$ cat src/rtl/alu_pipe_if.sv
// Request/response bundle of the pipelined ALU: operation handshake in, result handshake out.
interface alu_pipe_if #(
    parameter int N = 16,
    parameter int S = 5
);
    logic                in_valid;
    logic                in_ready;
    logic [3:0]          op;
    logic                sat;
    logic signed [N-1:0] a;
    logic signed [N-1:0] b;
    logic [S-1:0]        shift;
    logic                out_valid;
    logic                out_ready;
    logic signed [N-1:0] result;
    logic                sat_flag;
    logic                zero;

    modport master (
        output in_valid, op, sat, a, b, shift, out_ready,
        input  in_ready, out_valid, result, sat_flag, zero
    );

    modport slave (
        input  in_valid, op, sat, a, b, shift, out_ready,
        output in_ready, out_valid, result, sat_flag, zero
    );
endinterface

$ cat src/rtl/alu_pipe.sv
// Two-stage pipelined ALU: stage 1 forms a 2N-bit intermediate, stage 2 saturates or
// selects the result half and derives flags. Sticky saturation-event counter alongside.
module alu_pipe #(
    parameter int N  = 16,
    parameter int S  = 5,
    parameter int CW = 8
) (
    input  logic          clk,
    input  logic          rst,
    alu_pipe_if.slave     bus,
    input  logic          sat_clr,
    output logic [CW-1:0] sat_count
);
    localparam int W = 2 * N;

    localparam logic [3:0] OP_ADD  = 4'd1;
    localparam logic [3:0] OP_SUB  = 4'd2;
    localparam logic [3:0] OP_MUL  = 4'd3;
    localparam logic [3:0] OP_AND  = 4'd4;
    localparam logic [3:0] OP_OR   = 4'd5;
    localparam logic [3:0] OP_XOR  = 4'd6;
    localparam logic [3:0] OP_SHLA = 4'd7;
    localparam logic [3:0] OP_SHRA = 4'd8;
    localparam logic [3:0] OP_SHRL = 4'd9;
    localparam logic [3:0] OP_ROL  = 4'd10;
    localparam logic [3:0] OP_ROR  = 4'd11;

    // Native SV shifts already yield 0 (or all-sign for >>>) once the amount reaches W.
    function automatic logic signed [W-1:0] stage1_calc(
        input logic [3:0]          op,
        input logic signed [N-1:0] a,
        input logic signed [N-1:0] b,
        input logic [S-1:0]        sh
    );
        logic signed [W-1:0] a_ext;
        logic signed [W-1:0] b_ext;
        logic signed [W-1:0] a_sh;
        logic [W-1:0]        b_zx;
        logic [W-1:0]        aa;
        logic [31:0]         rot;
        a_ext = {{N{a[N-1]}}, a};
        b_ext = {{N{b[N-1]}}, b};
        b_zx  = {{N{1'b0}}, b};
        aa    = {a, a};
        a_sh  = a_ext << sh;
        rot   = 32'(sh) % 32'(N);
        case (op)
            OP_ADD:  return a_sh + b_ext;
            OP_SUB:  return b_ext - a_sh;
            OP_MUL:  return a_ext * b_ext;
            OP_AND:  return {{N{1'b0}}, a & b};
            OP_OR:   return {{N{1'b0}}, a | b};
            OP_XOR:  return {{N{1'b0}}, a ^ b};
            OP_SHLA: return a_sh;
            OP_SHRA: return a_ext >>> sh;
            OP_SHRL: return b_zx >> sh;
            OP_ROL: begin
                aa = aa << rot;
                return {{N{1'b0}}, aa[W-1:N]};
            end
            OP_ROR: begin
                aa = aa >> rot;
                return {{N{1'b0}}, aa[N-1:0]};
            end
            default: return '0;
        endcase
    endfunction

    // Returns {sat_flag, result}. Only ADD/SUB/MUL honour sat; MUL without sat takes the high half.
    function automatic logic [N:0] saturate(
        input logic [3:0]          op,
        input logic                sat,
        input logic signed [W-1:0] tmp
    );
        logic signed [W-1:0] maxv;
        logic signed [W-1:0] minv;
        logic                arith;
        maxv  = {{(N+1){1'b0}}, {(N-1){1'b1}}};
        minv  = {{(N+1){1'b1}}, {(N-1){1'b0}}};
        arith = (op == OP_ADD) || (op == OP_SUB) || (op == OP_MUL);
        if (arith && sat) begin
            if (tmp > maxv) return {1'b1, maxv[N-1:0]};
            if (tmp < minv) return {1'b1, minv[N-1:0]};
            return {1'b0, tmp[N-1:0]};
        end
        if (op == OP_MUL) return {1'b0, tmp[W-1:N]};
        return {1'b0, tmp[N-1:0]};
    endfunction

    logic                vld_p1_q;
    logic [3:0]          op_p1_q;
    logic                sat_p1_q;
    logic signed [W-1:0] tmp_p1_q;
    logic signed [W-1:0] tmp_p1_d;

    logic                vld_p2_q;
    logic signed [N-1:0] res_p2_q;
    logic signed [N-1:0] res_p2_d;
    logic                flag_p2_q;
    logic                flag_p2_d;
    logic                zero_p2_q;
    logic                zero_p2_d;

    logic [CW-1:0]       cnt_q;
    logic [CW-1:0]       cnt_d;
    logic                s1_adv;
    logic                s2_adv;

    always_comb begin
        s2_adv = !vld_p2_q || bus.out_ready;
        s1_adv = !vld_p1_q || s2_adv;
    end

    assign bus.in_ready = s1_adv;

    // ---- stage 1: operand capture and 2N-bit intermediate ----
    always_comb begin
        tmp_p1_d = stage1_calc(bus.op, bus.a, bus.b, bus.shift);
    end

    always_ff @(posedge clk or posedge rst) begin
        if (rst) begin
            vld_p1_q <= 1'b0;
        end else if (s1_adv) begin
            vld_p1_q <= bus.in_valid;
        end
    end

    always_ff @(posedge clk) begin
        if (s1_adv && bus.in_valid) begin
            op_p1_q  <= bus.op;
            sat_p1_q <= bus.sat;
            tmp_p1_q <= tmp_p1_d;
        end
    end

    // ---- stage 2: saturation / half select, flags ----
    always_comb begin
        {flag_p2_d, res_p2_d} = saturate(op_p1_q, sat_p1_q, tmp_p1_q);
        zero_p2_d             = (res_p2_d == '0);
    end

    always_ff @(posedge clk or posedge rst) begin
        if (rst) begin
            vld_p2_q  <= 1'b0;
            res_p2_q  <= '0;
            flag_p2_q <= 1'b0;
            zero_p2_q <= 1'b0;
        end else if (s2_adv) begin
            vld_p2_q <= vld_p1_q;
            if (vld_p1_q) begin
                res_p2_q  <= res_p2_d;
                flag_p2_q <= flag_p2_d;
                zero_p2_q <= zero_p2_d;
            end
        end
    end

    assign bus.out_valid = vld_p2_q;
    assign bus.result    = res_p2_q;
    assign bus.sat_flag  = flag_p2_q;
    assign bus.zero      = zero_p2_q;

    // Clear wins over a same-cycle clipped transfer; the count sticks at all-ones.
    always_comb begin
        cnt_d = cnt_q;
        if (sat_clr) begin
            cnt_d = '0;
        end else if (vld_p2_q && bus.out_ready && flag_p2_q && (cnt_q != '1)) begin
            cnt_d = cnt_q + 1'b1;
        end
    end

    always_ff @(posedge clk or posedge rst) begin
        if (rst) begin
            cnt_q <= '0;
        end else begin
            cnt_q <= cnt_d;
        end
    end

    assign sat_count = cnt_q;
endmodule

$ cat src/flat_wrapper.sv
// flat-port wrapper written by rule: the top's interface ports become plain ports
module alu_pipe_flat 
#(
    parameter int N  = 16,
    parameter int S  = 5,
    parameter int CW = 8
)
  (clk, rst, sat_clr, sat_count, bus_in_valid, bus_op, bus_sat, bus_a, bus_b, bus_shift, bus_out_ready, bus_in_ready, bus_out_valid, bus_result, bus_sat_flag, bus_zero);
  alu_pipe_if #(.N(N), .S(S)) bus_i ();
  input  logic clk;
  input  logic rst;
  input  logic sat_clr;
  output logic [CW-1:0] sat_count;
  input wire logic [$bits(bus_i.in_valid)-1:0] bus_in_valid;
  input wire logic [$bits(bus_i.op)-1:0] bus_op;
  input wire logic [$bits(bus_i.sat)-1:0] bus_sat;
  input wire logic [$bits(bus_i.a)-1:0] bus_a;
  input wire logic [$bits(bus_i.b)-1:0] bus_b;
  input wire logic [$bits(bus_i.shift)-1:0] bus_shift;
  input wire logic [$bits(bus_i.out_ready)-1:0] bus_out_ready;
  output wire logic [$bits(bus_i.in_ready)-1:0] bus_in_ready;
  output wire logic [$bits(bus_i.out_valid)-1:0] bus_out_valid;
  output wire logic [$bits(bus_i.result)-1:0] bus_result;
  output wire logic [$bits(bus_i.sat_flag)-1:0] bus_sat_flag;
  output wire logic [$bits(bus_i.zero)-1:0] bus_zero;
  assign bus_i.in_valid = bus_in_valid;
  assign bus_i.op = bus_op;
  assign bus_i.sat = bus_sat;
  assign bus_i.a = bus_a;
  assign bus_i.b = bus_b;
  assign bus_i.shift = bus_shift;
  assign bus_i.out_ready = bus_out_ready;
  assign bus_in_ready = bus_i.in_ready;
  assign bus_out_valid = bus_i.out_valid;
  assign bus_result = bus_i.result;
  assign bus_sat_flag = bus_i.sat_flag;
  assign bus_zero = bus_i.zero;
  alu_pipe #(.N(N), .S(S), .CW(CW)) u_core (.clk(clk), .rst(rst), .bus(bus_i), .sat_clr(sat_clr), .sat_count(sat_count));
endmodule
$ cat config.mk
export PLATFORM = sky130hd
export DESIGN_NAME = alu_pipe_flat
export DESIGN_NICKNAME = d
export VERILOG_FILES = /design/src/rtl/alu_pipe_if.sv /design/src/rtl/alu_pipe.sv /design/src/flat_wrapper.sv
export SDC_FILE = /design/constraint.sdc
export NUM_CORES = 1
export LEC_CHECK = 0
export CAP_MARGIN = 20
export CORE_ASPECT_RATIO = 1.75
export CORE_UTILIZATION = 30
export DETAILED_ROUTE_END_ITERATION = 12
export HOLD_SLACK_MARGIN = 0.1
export PLACE_DENSITY = 0.47
export SKIP_CTS_REPAIR_TIMING = 1
export SLEW_MARGIN = 20
export SYNTH_ARGS = -nofsm -noshare
export SYNTH_HDL_FRONTEND = slang
export SYNTH_SLANG_ARGS = --single-unit
$ cat constraint.sdc
create_clock -name clk -period 3.35 [get_ports clk]
set_input_delay 1.005 -clock clk [delete_from_list [all_inputs] [get_ports clk]]
set_output_delay 1.005 -clock clk [all_outputs]
set_load 0.05 [all_outputs]
==> run summary <==
P_sw = 0.01936 W
CP max-delay cell = fa_2
min Tclk post-route = 6763 ps
skew final = 6.311 ps
gpl congestion = 1.017
clk root buf = clkbuf_16
Final setup viols = 31
Hold Slack = 475.3 ps
sequential share of the synthesized area = 9.262%
Die W = 195.0 um
Starting DRT DRC Count = 1004
Rows = 123
Initial DRT Pass Iterations = 8
WP data arrival = 6870 ps
die area = 66260 sq um
Slew @ Worst Pin = 832.0 ps
Mapped Avg Cell Area = 8.059 sq um
antenna-violating nets left = 0
Post-synth EDFFs = 37
CTS tree = done
Async SR Flop Fraction = 43.08%
Lkg Pwr = 13.65 nW
Crit Path Class = input port to register
Slew headroom = 43.81%
worst-skew pair later-pin latency = 360 ps
via/cell ratio = 5.289
worst setup margin = -3413 ps
dpl hpwl = 83020 um
H-tree Lvls = 3
IO Count = 75
max-slew violations = 0
final hold violation count = 0
area grow syn2layout = 48.14%
Total GRT Usage = 28.77%
Post-Syn Instances = 2427
Critical Path RT = 3460 ps
Setup crit end kind = register
library cells used by synthesis = 86
FMAX = 147.9 MHz
r2r setup slk = 210 ps
Starting Density = 30.41%
Clock power frac = 2.6%
largest net degree at the start of global routing = 38
crit-path max FO = 4
Post-Place Setup Slack = -4558 ps
run status = finished with violations
Die Y = 339.8 um
fin crit share = 201.9%
nature of the critical path startpoint = input port
post-synthesis register bit count = 65
Filler Cells Inserted = 6374
first-pass GRT wire length = 139200 um
Clock Path Buffers = 2
final net count = 3569
Most used DFF post-synth = edfxtp_1
post-synthesis cell area = 19560 sq um
Logic pwr share = 94.3%
Int Pwr = 0.01859 W
Worst-path clk slew = 60 ps
CORE AREA = 64330 sq um
Post-Route WL = 97260 um
final routed DRC violation total = 0
fraction of layout instances using a drive strength above 1 = 36.20%
Congestion Overflow GR = 0
Syn Nets = 2888
max cap viols = 0
clock sink count = 65
vias in the first global route = 22190
part of the power in registers = 3.1%
Switching Fraction = 51.01%
Worst path max stage delay = 580 ps
Avg WL per Cell = 24.76 um
failing checks = setup timing
PortBufs = 74
initial antenna violation count = 1
via count = 20780
pwr dens = 1310 nW/um^2
peak supply drop = 0.001312 V
Synth Warn # = 0
cts bufs inserted = 9
RSZ-0062 raised after global routing = true
worst hold path class = register to register
[layout make-up]
type	count	area, sq um	area share [%]
well taps	812	1016	3.506
repair buffers	804	6960	24.02
clock inverters	7	87.58	0.3023
flip-flops and latches	65	1812	6.253
diodes	3	7.507	0.02591
inverters	351	1436	4.957
multi-input cells	1877	17430	60.16
clock buffers	9	225.2	0.7773
[worst paths after layout]
| kind | cells past startpoint | start | end |
|---|---|---|---|
| max | 25 | bus_b[2] | u_core.tmp_p1_q[30] |
| max reg2reg | 8 | u_core.op_p1_q[3] | u_core.bus.zero |
| min reg2reg | 2 | u_core.bus.result[7] | u_core.bus.result[7] |
| min in group asynchronous | 3 | rst | u_core.bus.result[15] |
| min | 2 | u_core.bus.result[7] | u_core.bus.result[7] |
| max in group asynchronous | 3 | rst | u_core.bus.result[5] |
[registers in the layout, summed over array words and instances, names as in the netlist]
signal,cells
u_core.vld_p1_q,1
u_core.op_p1_q,4
u_core.sat_p1_q,1
u_core.sat_count,8
u_core.tmp_p1_q,32
u_core.bus.out_valid,1
u_core.bus.result,16
u_core.bus.zero,1
u_core.bus.sat_flag,1
[worst max-delay path, delay by kind of cell]
| kind | cells | cell delay, ps |
|---|---|---|
| AO/OA/AOI/OAI | 8 | 1510 |
| adder cells (fa/ha/maj) | 7 | 3300 |
| buffers and inverters | 7 | 710 |
| multiplexers | 1 | 120 |
| AND/OR/NAND/NOR | 2 | 210 |
[kinds of logic after synthesis]
group	share of synthesized area, %
AO/OA/AOI/OAI	17.85
AND/OR/NAND/NOR	16.19
adder cells (fa/ha/maj)	36.63
flip-flops	9.262
buffers and inverters	9.448
multiplexers	6.774
XOR/XNOR	3.844
[power by group through the flow]
stage	combinational (W)	sequential (W)	clock [W]
3_3_place_gp	0.0297	0.00117	0
2_1_floorplan	0.0174	0.00128	0
3_5_place_dp	0.0298	0.00117	0
6_report	0.0358	0.00116	0.00100
5_1_grt	0.0384	0.00117	0.00105
4_1_cts	0.0300	0.00116	0.00103
[cell usage after synthesis, drive strengths merged (17+ instances only)]
cell | count | share of area, %
ha | 151 | 9.7
nand2b | 28 | 0.90
edfxtp | 37 | 5.7
clkbuf | 104 | 2.0
nor2 | 272 | 5.2
a21o | 30 | 1.2
nor3 | 25 | 0.64
o211ai | 20 | 0.77
nand3 | 34 | 0.87
mux2 | 22 | 1.3
inv | 337 | 6.5
and3 | 22 | 0.70
a21oi | 158 | 4.0
nand2 | 256 | 4.9
a221oi | 18 | 0.84
xnor2 | 57 | 2.6
o22ai | 33 | 1.1
o21ai | 125 | 3.2
fa | 263 | 27
a31oi | 27 | 0.86
buf | 30 | 0.72
mux2i | 69 | 3.5
xor2 | 28 | 1.3
o31ai | 18 | 0.69
mux4 | 17 | 2.0
a211oi | 18 | 0.69
dfrtp | 28 | 3.6
[placed cells by master, fill, tap and decap left out, drive strengths merged, types with 30 or more instances in the layout]
cell type      netlist  routed
nor2               272     272
xnor2               57      57
edfxtp              37      37
a21o                30      30
fa                 263     263
buf                 30     734
clkbuf             104      36
inv                337     339
o21ai              125     125
mux2i               69      69
nand2              256     256
ha                 151     151
nand3               34      34
clkdlybuf4s50        0      37
a21oi              158     158
o22ai               33      33
[layer usage]
| layer | vias up | GRT usage, % | share of wire (%) |
|---|---|---|---|
| li1 | 9549 | - | - |
| met1 | 10200 | 26.85 | 32 |
| met2 | 688 | 56.26 | 54 |
| met3 | 342 | 1.957 | 3.0 |
| met4 | 0 | 23.97 | 11 |
| met5 | - | 0 | 0 |
[per-stage QoR]
stage / instances / cell area (sq um) / utilization, % / TNS, ps / total power [W]
finish: 3928 / 28980 / 45.04 / -79340 / 0.03795
global route: 3925 / 28970 / 45.03 / -84290 / 0.04066
CTS: 3850 / 26970 / 41.93 / -99720 / 0.03218
detailed placement: 3834 / 26660 / 41.45 / -111190 / 0.03099
global placement: 3834 / 26660 / 41.45 / -110380 / 0.03091
floorplan: 2427 / 20500 / - / -71460 / 0.01870
Power figures use the tool's default switching activity.
